==> src/rtl/uart_pkg.sv <==
// uart_pkg -- shared types and helpers for the uart_baud_tx transmitter.
//   tx_state_e     : transmit FSM states
//   WL_5..WL_8     : word_len codes (5..8 data bits)
//   OVERSAMPLE_DEF : baud16 ticks per serial bit
//   word_bits()    : word_len code -> number of data bits
//   data_parity()  : parity bit over the active data bits.
//                    Only referenced when UART_TX_PARITY_EN is defined.
package uart_pkg;

   typedef enum logic [2:0] {
      ST_IDLE   = 3'd0,
      ST_START  = 3'd1,
      ST_DATA   = 3'd2,
      ST_PARITY = 3'd3,
      ST_STOP   = 3'd4
   } tx_state_e;

   localparam logic [1:0] WL_5 = 2'd0;
   localparam logic [1:0] WL_6 = 2'd1;
   localparam logic [1:0] WL_7 = 2'd2;
   localparam logic [1:0] WL_8 = 2'd3;

   localparam int OVERSAMPLE_DEF = 16;

   function automatic logic [3:0] word_bits(input logic [1:0] wl);
      logic [3:0] n;
      case (wl)
         WL_5:    n = 4'd5;
         WL_6:    n = 4'd6;
         WL_7:    n = 4'd7;
         WL_8:    n = 4'd8;
         default: n = 4'd8;
      endcase
      return n;
   endfunction

   // Even parity is the XOR of the data bits.
   // Odd parity is its inverse.
   // Bits above the word length are masked off.
   function automatic logic data_parity(input logic [7:0] data,
                                        input logic [1:0] wl,
                                        input logic       even);
      logic [7:0] mask;
      logic       p;
      mask = 8'hFF >> (4'd8 - word_bits(wl));
      p    = ^(data & mask);
      return even ? p : ~p;
   endfunction

endpackage

==> src/rtl/uart_baud_gen.sv <==
// uart_baud_gen -- turns the asynchronous UART reference clock into a 16x baud tick.
//   clk_50m     in  system clock
//   rst_n       in  synchronous reset, active low
//   ref_clk_in  in  1.8432 MHz reference, asynchronous level
//   divisor     in  baud divisor latch; 0 behaves as 1
//   reload      in  restart the divisor count from divisor-1 (frame accept)
//   baud16_tick out one-cycle pulse every divisor reference rising edges
module uart_baud_gen #(
   parameter int DIV_W       = 16,
   parameter int SYNC_STAGES = 2
) (
   input  logic             clk_50m,
   input  logic             rst_n,
   input  logic             ref_clk_in,
   input  logic [DIV_W-1:0] divisor,
   input  logic             reload,
   output logic             baud16_tick
);

   localparam logic [DIV_W-1:0] DIV_ZERO = DIV_W'(0);
   localparam logic [DIV_W-1:0] DIV_ONE  = DIV_W'(1);

   logic [SYNC_STAGES-1:0] sync_q, sync_d;
   logic                   ref_prev_q, ref_prev_d;
   logic                   ref_tick_q, ref_tick_d;
   logic [DIV_W-1:0]       div_cnt_q, div_cnt_d;
   logic                   baud16_tick_q, baud16_tick_d;
   logic [DIV_W-1:0]       div_load_s;

   // Synchroniser, rising-edge detect and divisor down-counter.
   always_comb begin
      sync_d     = {sync_q[SYNC_STAGES-2:0], ref_clk_in};
      ref_prev_d = sync_q[SYNC_STAGES-1];
      // Registered so that the pin-to-tick latency is 3 cycles with two sync stages.
      ref_tick_d = sync_q[SYNC_STAGES-1] & ~ref_prev_q;
      // The divisor is sampled only here, so a mid-count write waits for the next reload.
      div_load_s = (divisor == DIV_ZERO) ? DIV_ZERO : (divisor - DIV_ONE);
      div_cnt_d     = div_cnt_q;
      baud16_tick_d = 1'b0;
      if (reload) begin
         // Reload wins over a coincident reference tick so that the start bit begins a full period.
         div_cnt_d = div_load_s;
      end else if (ref_tick_q) begin
         if (div_cnt_q == DIV_ZERO) begin
            div_cnt_d     = div_load_s;
            baud16_tick_d = 1'b1;
         end else begin
            div_cnt_d = div_cnt_q - DIV_ONE;
         end
      end else begin
         div_cnt_d = div_cnt_q;
      end
   end

   // Baud generator state register with synchronous active-low reset.
   always_ff @(posedge clk_50m) begin
      if (!rst_n) begin
         sync_q        <= '0;
         ref_prev_q    <= 1'b0;
         ref_tick_q    <= 1'b0;
         div_cnt_q     <= DIV_ZERO;
         baud16_tick_q <= 1'b0;
      end else begin
         sync_q        <= sync_d;
         ref_prev_q    <= ref_prev_d;
         ref_tick_q    <= ref_tick_d;
         div_cnt_q     <= div_cnt_d;
         baud16_tick_q <= baud16_tick_d;
      end
   end

   assign baud16_tick = baud16_tick_q;

endmodule

==> src/rtl/uart_baud_tx.sv <==
// uart_baud_tx -- 8250-style asynchronous serial transmitter with a reference-clock baud divider.
//
// Build option: define UART_TX_PARITY_EN to include the parity stage.
// Without this macro, par_en and par_even are ignored and frames carry no parity bit.
//
//   clk_50m     in  system clock, 50 MHz
//   rst_n       in  synchronous reset, active low
//   ref_clk_in  in  1.8432 MHz reference, asynchronous level
//   divisor     in  baud divisor latch (DLM:DLL)
//   word_len    in  0=5, 1=6, 2=7, 3=8 data bits
//   stop2       in  0=1 stop bit, 1=2 stop bits
//   par_en      in  parity enable
//   par_even    in  1=even, 0=odd parity
//   tx_data     in  byte to send, LSB first
//   tx_valid    in  byte available
//   tx_ready    out block can accept a byte (IDLE only)
//   tx_busy     out frame in progress
//   baud16_tick out one-cycle pulse at 16x baud rate, free running
//   tx_out      out serial line, idle high
module uart_baud_tx
   import uart_pkg::*;
#(
   parameter int DIV_W       = 16,
   parameter int OVERSAMPLE  = OVERSAMPLE_DEF,
   parameter int SYNC_STAGES = 2
) (
   input  logic             clk_50m,
   input  logic             rst_n,
   input  logic             ref_clk_in,
   input  logic [DIV_W-1:0] divisor,
   input  logic [1:0]       word_len,
   input  logic             stop2,
   input  logic             par_en,
   input  logic             par_even,
   input  logic [7:0]       tx_data,
   input  logic             tx_valid,
   output logic             tx_ready,
   output logic             tx_busy,
   output logic             baud16_tick,
   output logic             tx_out
);

   // os_cnt is 4 bits wide, so OVERSAMPLE must not exceed 16.
   localparam logic [3:0] OS_LAST = 4'(OVERSAMPLE - 1);

   tx_state_e  state_q, state_d;
   logic [3:0] os_cnt_q, os_cnt_d;
   logic [2:0] bit_idx_q, bit_idx_d;
   logic [7:0] shift_q, shift_d;
   logic [1:0] wl_q, wl_d;
   logic       stop2_q, stop2_d;
   logic       stop_second_q, stop_second_d;
   logic       tx_out_q, tx_out_d;
   logic       tx_ready_q, tx_ready_d;
   logic       tx_busy_q, tx_busy_d;
   logic       accept_s, os_wrap_s, baud16_tick_s;
   logic [2:0] last_idx_s;
`ifdef UART_TX_PARITY_EN
   logic       par_en_q, par_en_d;
   logic       par_bit_q, par_bit_d;
`else
   logic       par_cfg_unused_s;
   assign par_cfg_unused_s = par_en ^ par_even;
`endif

   uart_baud_gen #(
      .DIV_W       (DIV_W),
      .SYNC_STAGES (SYNC_STAGES)
   ) u_baud_gen (
      .clk_50m     (clk_50m),
      .rst_n       (rst_n),
      .ref_clk_in  (ref_clk_in),
      .divisor     (divisor),
      .reload      (accept_s),
      .baud16_tick (baud16_tick_s)
   );

   // Next-state logic for the transmit FSM.
   // Outputs are derived from the next state, so they register alongside the state change.
   always_comb begin
      accept_s      = tx_valid & tx_ready_q;
      os_wrap_s     = baud16_tick_s & (os_cnt_q == OS_LAST);
      last_idx_s    = 3'(word_bits(wl_q) - 4'd1);
      state_d       = state_q;
      bit_idx_d     = bit_idx_q;
      shift_d       = shift_q;
      wl_d          = wl_q;
      stop2_d       = stop2_q;
      stop_second_d = stop_second_q;
`ifdef UART_TX_PARITY_EN
      par_en_d      = par_en_q;
      par_bit_d     = par_bit_q;
`endif
      if (state_q == ST_IDLE) begin
         os_cnt_d = 4'd0;
      end else if (os_wrap_s) begin
         os_cnt_d = 4'd0;
      end else if (baud16_tick_s) begin
         os_cnt_d = os_cnt_q + 4'd1;
      end else begin
         os_cnt_d = os_cnt_q;
      end

      case (state_q)
         ST_IDLE: begin
            if (accept_s) begin
               state_d       = ST_START;
               bit_idx_d     = 3'd0;
               shift_d       = tx_data;
               wl_d          = word_len;
               stop2_d       = stop2;
               stop_second_d = 1'b0;
`ifdef UART_TX_PARITY_EN
               par_en_d      = par_en;
               par_bit_d     = data_parity(tx_data, word_len, par_even);
`endif
            end else begin
               state_d = ST_IDLE;
            end
         end
         ST_START: begin
            if (os_wrap_s) begin
               state_d = ST_DATA;
            end else begin
               state_d = ST_START;
            end
         end
         ST_DATA: begin
            if (os_wrap_s) begin
               shift_d   = {1'b0, shift_q[7:1]};
               bit_idx_d = bit_idx_q + 3'd1;
               if (bit_idx_q == last_idx_s) begin
                  bit_idx_d = 3'd0;
`ifdef UART_TX_PARITY_EN
                  if (par_en_q) begin
                     state_d = ST_PARITY;
                  end else begin
                     state_d = ST_STOP;
                  end
`else
                  state_d = ST_STOP;
`endif
               end else begin
                  state_d = ST_DATA;
               end
            end else begin
               state_d = ST_DATA;
            end
         end
`ifdef UART_TX_PARITY_EN
         ST_PARITY: begin
            if (os_wrap_s) begin
               state_d = ST_STOP;
            end else begin
               state_d = ST_PARITY;
            end
         end
`endif
         ST_STOP: begin
            if (os_wrap_s) begin
               // A second stop bit simply repeats the 16-tick stop period once.
               if (stop2_q && !stop_second_q) begin
                  stop_second_d = 1'b1;
               end else begin
                  state_d = ST_IDLE;
               end
            end else begin
               state_d = ST_STOP;
            end
         end
         default: begin
            state_d = ST_IDLE;
         end
      endcase

      case (state_d)
         ST_IDLE:   tx_out_d = 1'b1;
         ST_START:  tx_out_d = 1'b0;
         ST_DATA:   tx_out_d = shift_d[0];
`ifdef UART_TX_PARITY_EN
         ST_PARITY: tx_out_d = par_bit_q;
`endif
         ST_STOP:   tx_out_d = 1'b1;
         default:   tx_out_d = 1'b1;
      endcase
      tx_ready_d = (state_d == ST_IDLE);
      tx_busy_d  = (state_d != ST_IDLE);
   end

   // Transmit FSM state and registered outputs with synchronous active-low reset.
   always_ff @(posedge clk_50m) begin
      if (!rst_n) begin
         state_q       <= ST_IDLE;
         os_cnt_q      <= 4'd0;
         bit_idx_q     <= 3'd0;
         shift_q       <= 8'd0;
         wl_q          <= 2'd0;
         stop2_q       <= 1'b0;
         stop_second_q <= 1'b0;
         tx_out_q      <= 1'b1;
         tx_ready_q    <= 1'b0;
         tx_busy_q     <= 1'b0;
`ifdef UART_TX_PARITY_EN
         par_en_q      <= 1'b0;
         par_bit_q     <= 1'b0;
`endif
      end else begin
         state_q       <= state_d;
         os_cnt_q      <= os_cnt_d;
         bit_idx_q     <= bit_idx_d;
         shift_q       <= shift_d;
         wl_q          <= wl_d;
         stop2_q       <= stop2_d;
         stop_second_q <= stop_second_d;
         tx_out_q      <= tx_out_d;
         tx_ready_q    <= tx_ready_d;
         tx_busy_q     <= tx_busy_d;
`ifdef UART_TX_PARITY_EN
         par_en_q      <= par_en_d;
         par_bit_q     <= par_bit_d;
`endif
      end
   end

   assign tx_out      = tx_out_q;
   assign tx_ready    = tx_ready_q;
   assign tx_busy     = tx_busy_q;
   assign baud16_tick = baud16_tick_s;

endmodule

==> config.mk <==
export PLATFORM = sky130hd
export DESIGN_NAME = uart_baud_tx
export DESIGN_NICKNAME = d
export VERILOG_FILES = /design/src/rtl/uart_pkg.sv /design/src/rtl/uart_baud_gen.sv /design/src/rtl/uart_baud_tx.sv
export SDC_FILE = /design/constraint.sdc
export NUM_CORES = 1
export LEC_CHECK = 0
export ABC_AREA = 1
export BUFFER_PORTS_ARGS = -buffer_cell sky130_fd_sc_hd__clkbuf_2
export CAP_MARGIN = 5
export CORE_UTILIZATION = 50
export CTS_CLUSTER_SIZE = 16
export DETAILED_ROUTE_END_ITERATION = 16
export GPL_TIMING_DRIVEN = 0
export MAX_ROUTING_LAYER = met4
export PLACE_DENSITY = 0.73
export SYNTH_ARGS = -nofsm -noshare
export SYNTH_HDL_FRONTEND = slang
export SYNTH_SLANG_ARGS = --single-unit
==> constraint.sdc <==
create_clock -name clk_50m -period 3.07 [get_ports clk_50m]
set_input_delay 0.921 -clock clk_50m [delete_from_list [all_inputs] [get_ports clk_50m]]
set_output_delay 0.921 -clock clk_50m [all_outputs]
set_load 0.005 [all_outputs]
## Word level (Yosys, flattened, before mapping)

Index checks and enable logic that the tools add are counted.

- $add $sub $neg: 5
- Muxes and demuxes: 25
- Equal/unequal tests: 14
- Bitwise logic cells: 6
- Reduce and logical (&&, ||, !) cells: 16

Operator list:

| cell | number |
|---|---|
| $mux 16 | 4 |
| $logic_not 16->1 | 2 |
| $sub 16x1->16 const B | 2 |
| $pmux 3 s4 | 2 |
| $mux 3 | 7 |
| $mux 8 | 2 |
| $pmux 8 s2 | 1 |
| $ne 2x2->1 const B | 4 |
| $eq 3x1->1 const B | 2 |
| $eq 3x2->1 const B | 2 |
| $logic_not 3->1 | 2 |
| $pmux 3 s2 | 1 |
| $reduce_bool 2->1 | 3 |
| $reduce_or 3->1 | 2 |
| $mux 1 | 5 |
| $add 4x1->4 const B | 1 |
| $eq 2x2->1 const B | 2 |
| $eq 4x4->1 const B | 1 |
| $pmux 1 s2 | 2 |
| $reduce_and 4->1 | 1 |
| $add 3x1->3 const B | 1 |
| $and 1x1->1 | 3 |
| $eq 3x3->1 | 1 |
| $eq 3x3->1 const B | 1 |
| 10 further kinds | 12 |

- Input port bits: 33
- Register bits after elaboration: 46
- Logic and storage cells: 82

## Logic depth before layout (Yosys ltp)

- Depth in word-level cells: 9
- Depth in mapped cells: 14

## By module

From an unflattened synthesis, not the netlist that was laid out.

- Cell total of the unflattened synthesis: 459
- Area, all modules: 2909.0 um2

Modules (own cells, without submodules):

| module | area each (um2) | cells each | instances | seq. area each (um2) |
|---|---|---|---|---|
| uart_baud_gen | 1671.6 | 285 | 1 | 420.4 |
| uart_baud_tx | 1237.4 | 174 | 1 | 500.5 |

## Least setup slack after synthesis

No wires, ideal clock.

- Kind: in2reg
- From: in divisor[0]
- To: reg u_baud_gen.div_cnt_q[4]
- Setup time: 0.122 ns
- Path slack: 1.107 ns
- Arrival time: 1.841 ns
- Required time: 2.948 ns
- Stages on the path: 9
- Cell sequence: inv_1 ha_1 inv_1 nor2_1 or2_2 nand3_1 nand2_1 o21ai_0 a21oi_1

- Word-level cells in the longest chain between the ends: 5

RTL lines:

| what | RTL line | source |
|---|---|---|
| start: declaration | uart_baud_tx.sv:30 | `input logic [DIV_W-1:0] divisor,` |
| $sub 16x1->16 or $logic_not 16->1 (tied branches) | uart_baud_gen.sv:37 | `div_load_s = (divisor == DIV_ZERO) ? DIV_ZERO : (divisor - DIV_ONE);` |
| $mux 16 * | uart_baud_gen.sv:37 |  |
| $mux 16 | uart_baud_gen.sv:44 | `if (div_cnt_q == DIV_ZERO) begin` |
| $mux 16 | uart_baud_gen.sv:43 | `end else if (ref_tick_q) begin` |
| $mux 16 * | uart_baud_gen.sv:40 | `if (reload) begin` |
| end signal: assignment | uart_baud_gen.sv:67 | `div_cnt_q <= div_cnt_d;` |
| end: declaration | uart_baud_gen.sv:26 | `logic [DIV_W-1:0] div_cnt_q, div_cnt_d;` |

Every way passes the cells marked *; elsewhere a longest branch is shown, timed or not. The select of a mux whose other input is x is not followed.
A chain may end at the register's enable or synchronous reset.

## Final worst setup path

- From: in tx_valid
- To: reg u_baud_gen.div_cnt_q[0]

- Word-level cells in the longest chain between the ends: 2

RTL lines:

| what | RTL line | source |
|---|---|---|
| start: declaration | uart_baud_tx.sv:36 | `input logic tx_valid,` |
| $and 1x1->1 * | uart_baud_tx.sv:81 | `accept_s = tx_valid & tx_ready_q;` |
| $mux 16 or $reduce_bool 2->1 (tied branches) | - |  |

Every way passes the cells marked *; elsewhere a longest branch is shown, timed or not.

==> impl_metrics.csv <==
group,metric,value,unit
run_status,status,"finished clean",
critical_path,path_cells,"clkbuf_2 > nand2_1 > inv_1 > nor2_4 > inv_1 > clkbuf_2 > o21ai_0 > a21oi_1 > nor2_1",
logic_synthesis,synth-main-ff-cell,"dfxtp_1",
floorplanning,dieWidth,76.7,um
logic_synthesis,syn_avg_cell_area,6.38,um2
global_routing,grt_overflow,0,
placed_design,port_buffers,34,
finish,stdcell_area,0.00316,mm2
finish,nNetsFinal,518,
timing,setup_tns,0,ns
logic_synthesis,synth_edf_count,0,
detailed_routing,avgRoutedWirePerCell,11.7,um
critical_path,critPathBufInv,4,
clock_network,cts_hold_buf,0,
critical_path,critPathArrivalTime,2.15,ns
detailed_routing,drt_pre_antenna_iters,4,
timing,min_period,1.95,ns
logic_synthesis,synth.most_common_cell,"nand2_1",
clock_network,cts_max_level,2,
logic_synthesis,synth_top_area_frac,0.330,
worst_hold_path,min-delay-path-class,"reg2reg",
clock_network,cts-root-buf,"clkbuf_8",
critical_path,worstPathRequired,3.27,ns
logic_synthesis,async_reset_ff_frac,0,
timing,maxSlewViolCount,0,
critical_path,cp-end-kind,"flop",
detailed_routing,drt-total-wl,6.43,mm
timing,hold_violations,0,
timing,relSlewSlack,0.624,
timing,fin_crit_sh,0.634,
logic_synthesis,syn_nets,477,
global_routing,grt_max_degree,16,
detailed_routing,vias,2824,
logic_synthesis,yosysWarnings,0,
logic_synthesis,synth_top_area_cell,"dfxtp_1",
placed_design,dpl-instance-area,0.00305,mm2
critical_path,critPathLaunchType,"primary input",
critical_path,slowest_delay,0.27,ns
placed_design,hpwl,5.05,mm
clock_network,clock-sinks,46,
finish,syn_to_final_growth,13.3,%
detailed_routing,vias_per_cell,5.13,
logic_synthesis,syn_inst,438,
clock_network,cts_tree,"yes",
global_routing,grt_pass1_wl,11.0,mm
clock_network,clk_path_buf_depth,2,
critical_path,path_max_fanout,10,
placed_design,gp_congestion,0.963,
logic_synthesis,synth-seq-area-share,0.330,
global_routing,grt.total_usage,0.239,
global_routing,first_global_vias,2587,
logic_synthesis,synthTopCellsByArea,"dfxtp_1, nand2_1, nor2_1",
floorplanning,io_pins,37,
timing,clock_skew,0.00697,ns
floorplanning,dieArea,0.00589,mm2
floorplanning,rows,26,
clock_network,cts_resized,0,
logic_synthesis,yosys_register_bits,46,
global_routing,antenna_found_initial,0,
clock_network,cts_setup_buffers,0,
finish,post_route_cells_drive_above_1_share,0.148,
timing,rsz0062_at_grt,"no",
timing,tightest_slew,0.564,ns
floorplanning,initial_core_util,0.533,
clock_network,clkLatencyLatePin,0.30,ns
power_and_ir_drop,power_density,506,mW/mm2
timing,setup_violations,0,
critical_path,crit_path_top_delay_cell,"clkbuf_2",
detailed_routing,ant_nets,0,
timing,fmax,514,MHz
run,maxCapViolCount,0,
logic_synthesis,netlist_area,0.00279,mm2
detailed_routing,initialDrtViolationCount,175,
clock_network,path_clk_slew,0.09,ns
floorplanning,die_height,76.7,um
logic_synthesis,netlist_top_cells_count,"nand2_1, nor2_1, dfxtp_1, inv_1, nand3_1",
clock_network,cts_buffers,5,
detailed_routing,drcViolationCount,0,
finish,antenna_cells,0,
power_and_ir_drop,p_leak,1.48,nW
critical_path,critPathKind,"in2reg",
logic_synthesis,synth_cell_types,33,
critical_path,critical-path-top-delay-family,"buffers and inverters",
power_and_ir_drop,vdd_drop_max,269,uV
floorplanning,core_area,0.00524,mm2
## sequential cells by signal (all words and copies together), names as in the netlist
name / cells
bit_idx_q: 3
state_q: 3
tx_out: 1
tx_busy: 1
os_cnt_q: 4
u_baud_gen.baud16_tick: 1
stop2_q: 1
wl_q: 2
shift_q: 8
u_baud_gen.ref_tick_q: 1
u_baud_gen.sync_q: 2
stop_second_q: 1
u_baud_gen.ref_prev_q: 1
tx_ready: 1
u_baud_gen.div_cnt_q: 16
## power by group
part | total (mW) | internal (mW) | switching [mW] | leakage [nW]
registers | 0.670 | 0.637 | 0.0332 | 0.376
clock network | 0.457 | 0.244 | 0.213 | 0.0585
logic | 0.472 | 0.174 | 0.298 | 1.04
## cells by family after synthesis
logic type               after synthesis  synth area share
AND/OR/NAND/NOR                      252             0.393
adder cells (fa/ha/maj)                6            0.0269
XOR/XNOR                              14            0.0439
buffers and inverters                 58            0.0851
AO/OA/AOI/OAI                         61             0.118
multiplexers                           1           0.00358
flip-flops                            46             0.330
## stage by stage
step	utilization	power [mW]	hold WS, ns	setup slack, ns	cells
floorplan	-	1.03	0.368	1.11	438
global placement	0.582	1.14	0.373	0.811	542
detailed placement	0.582	1.15	0.378	0.786	542
CTS	0.604	1.61	0.391	1.11	550
global route	0.604	1.70	0.407	0.946	550
finish	0.604	1.60	0.389	1.12	550
## worst paths after layout
check	startpoint	end	slack (ns)	cells after the start
hold reg to reg	u_baud_gen.ref_prev_q	u_baud_gen.ref_tick_q	0.39	1
setup reg to reg	u_baud_gen.div_cnt_q[0]	u_baud_gen.div_cnt_q[11]	1.39	13
setup / recovery	tx_valid	u_baud_gen.div_cnt_q[0]	1.12	9
hold / removal	u_baud_gen.ref_prev_q	u_baud_gen.ref_tick_q	0.39	1
## layout by cell type (no fill, tap or decap), drive strengths merged
| master | n |
|---|---|
| nand2 | 127 |
| nor2 | 69 |
| inv | 49 |
| dfxtp | 46 |
| clkbuf | 44 |
| nand3 | 39 |
| o21ai | 28 |
| a21oi | 24 |
| nor3 | 7 |
| xor2 | 7 |
| xnor2 | 7 |
| a31oi | 7 |
| ha | 6 |
| nand4 | 5 |
| buf | 4 |
| or2 | 2 |
| nand3b | 2 |
| clkinv | 2 |
| o21bai | 1 |
| nor3b | 1 |
| mux2i | 1 |
| o211a | 1 |
| bufinv | 1 |
## per-layer routing
| layer | up-vias | GRT usage | wire, um | part of all wire |
|---|---|---|---|---|
| li1 | 1487 | - | - | - |
| met1 | 1248 | 0.313 | 3120 | 0.49 |
| met2 | 78 | 0.375 | 2900 | 0.45 |
| met3 | 11 | 0.0333 | 307 | 0.048 |
| met4 | 0 | 0.0846 | 106 | 0.016 |
| met5 | - | - | 0 | 0 |
## final cells by class
class,instances,area [um2]
fill,527,2070
multi-input combinational,334,1630
sequential,46,921
inverter,49,184
timing repair buffer,34,170
tap,70,87.6
clock buffer,5,68.8
buffer,9,53.8
clock inverter,3,43.8
Power figures use the tool's default switching activity.
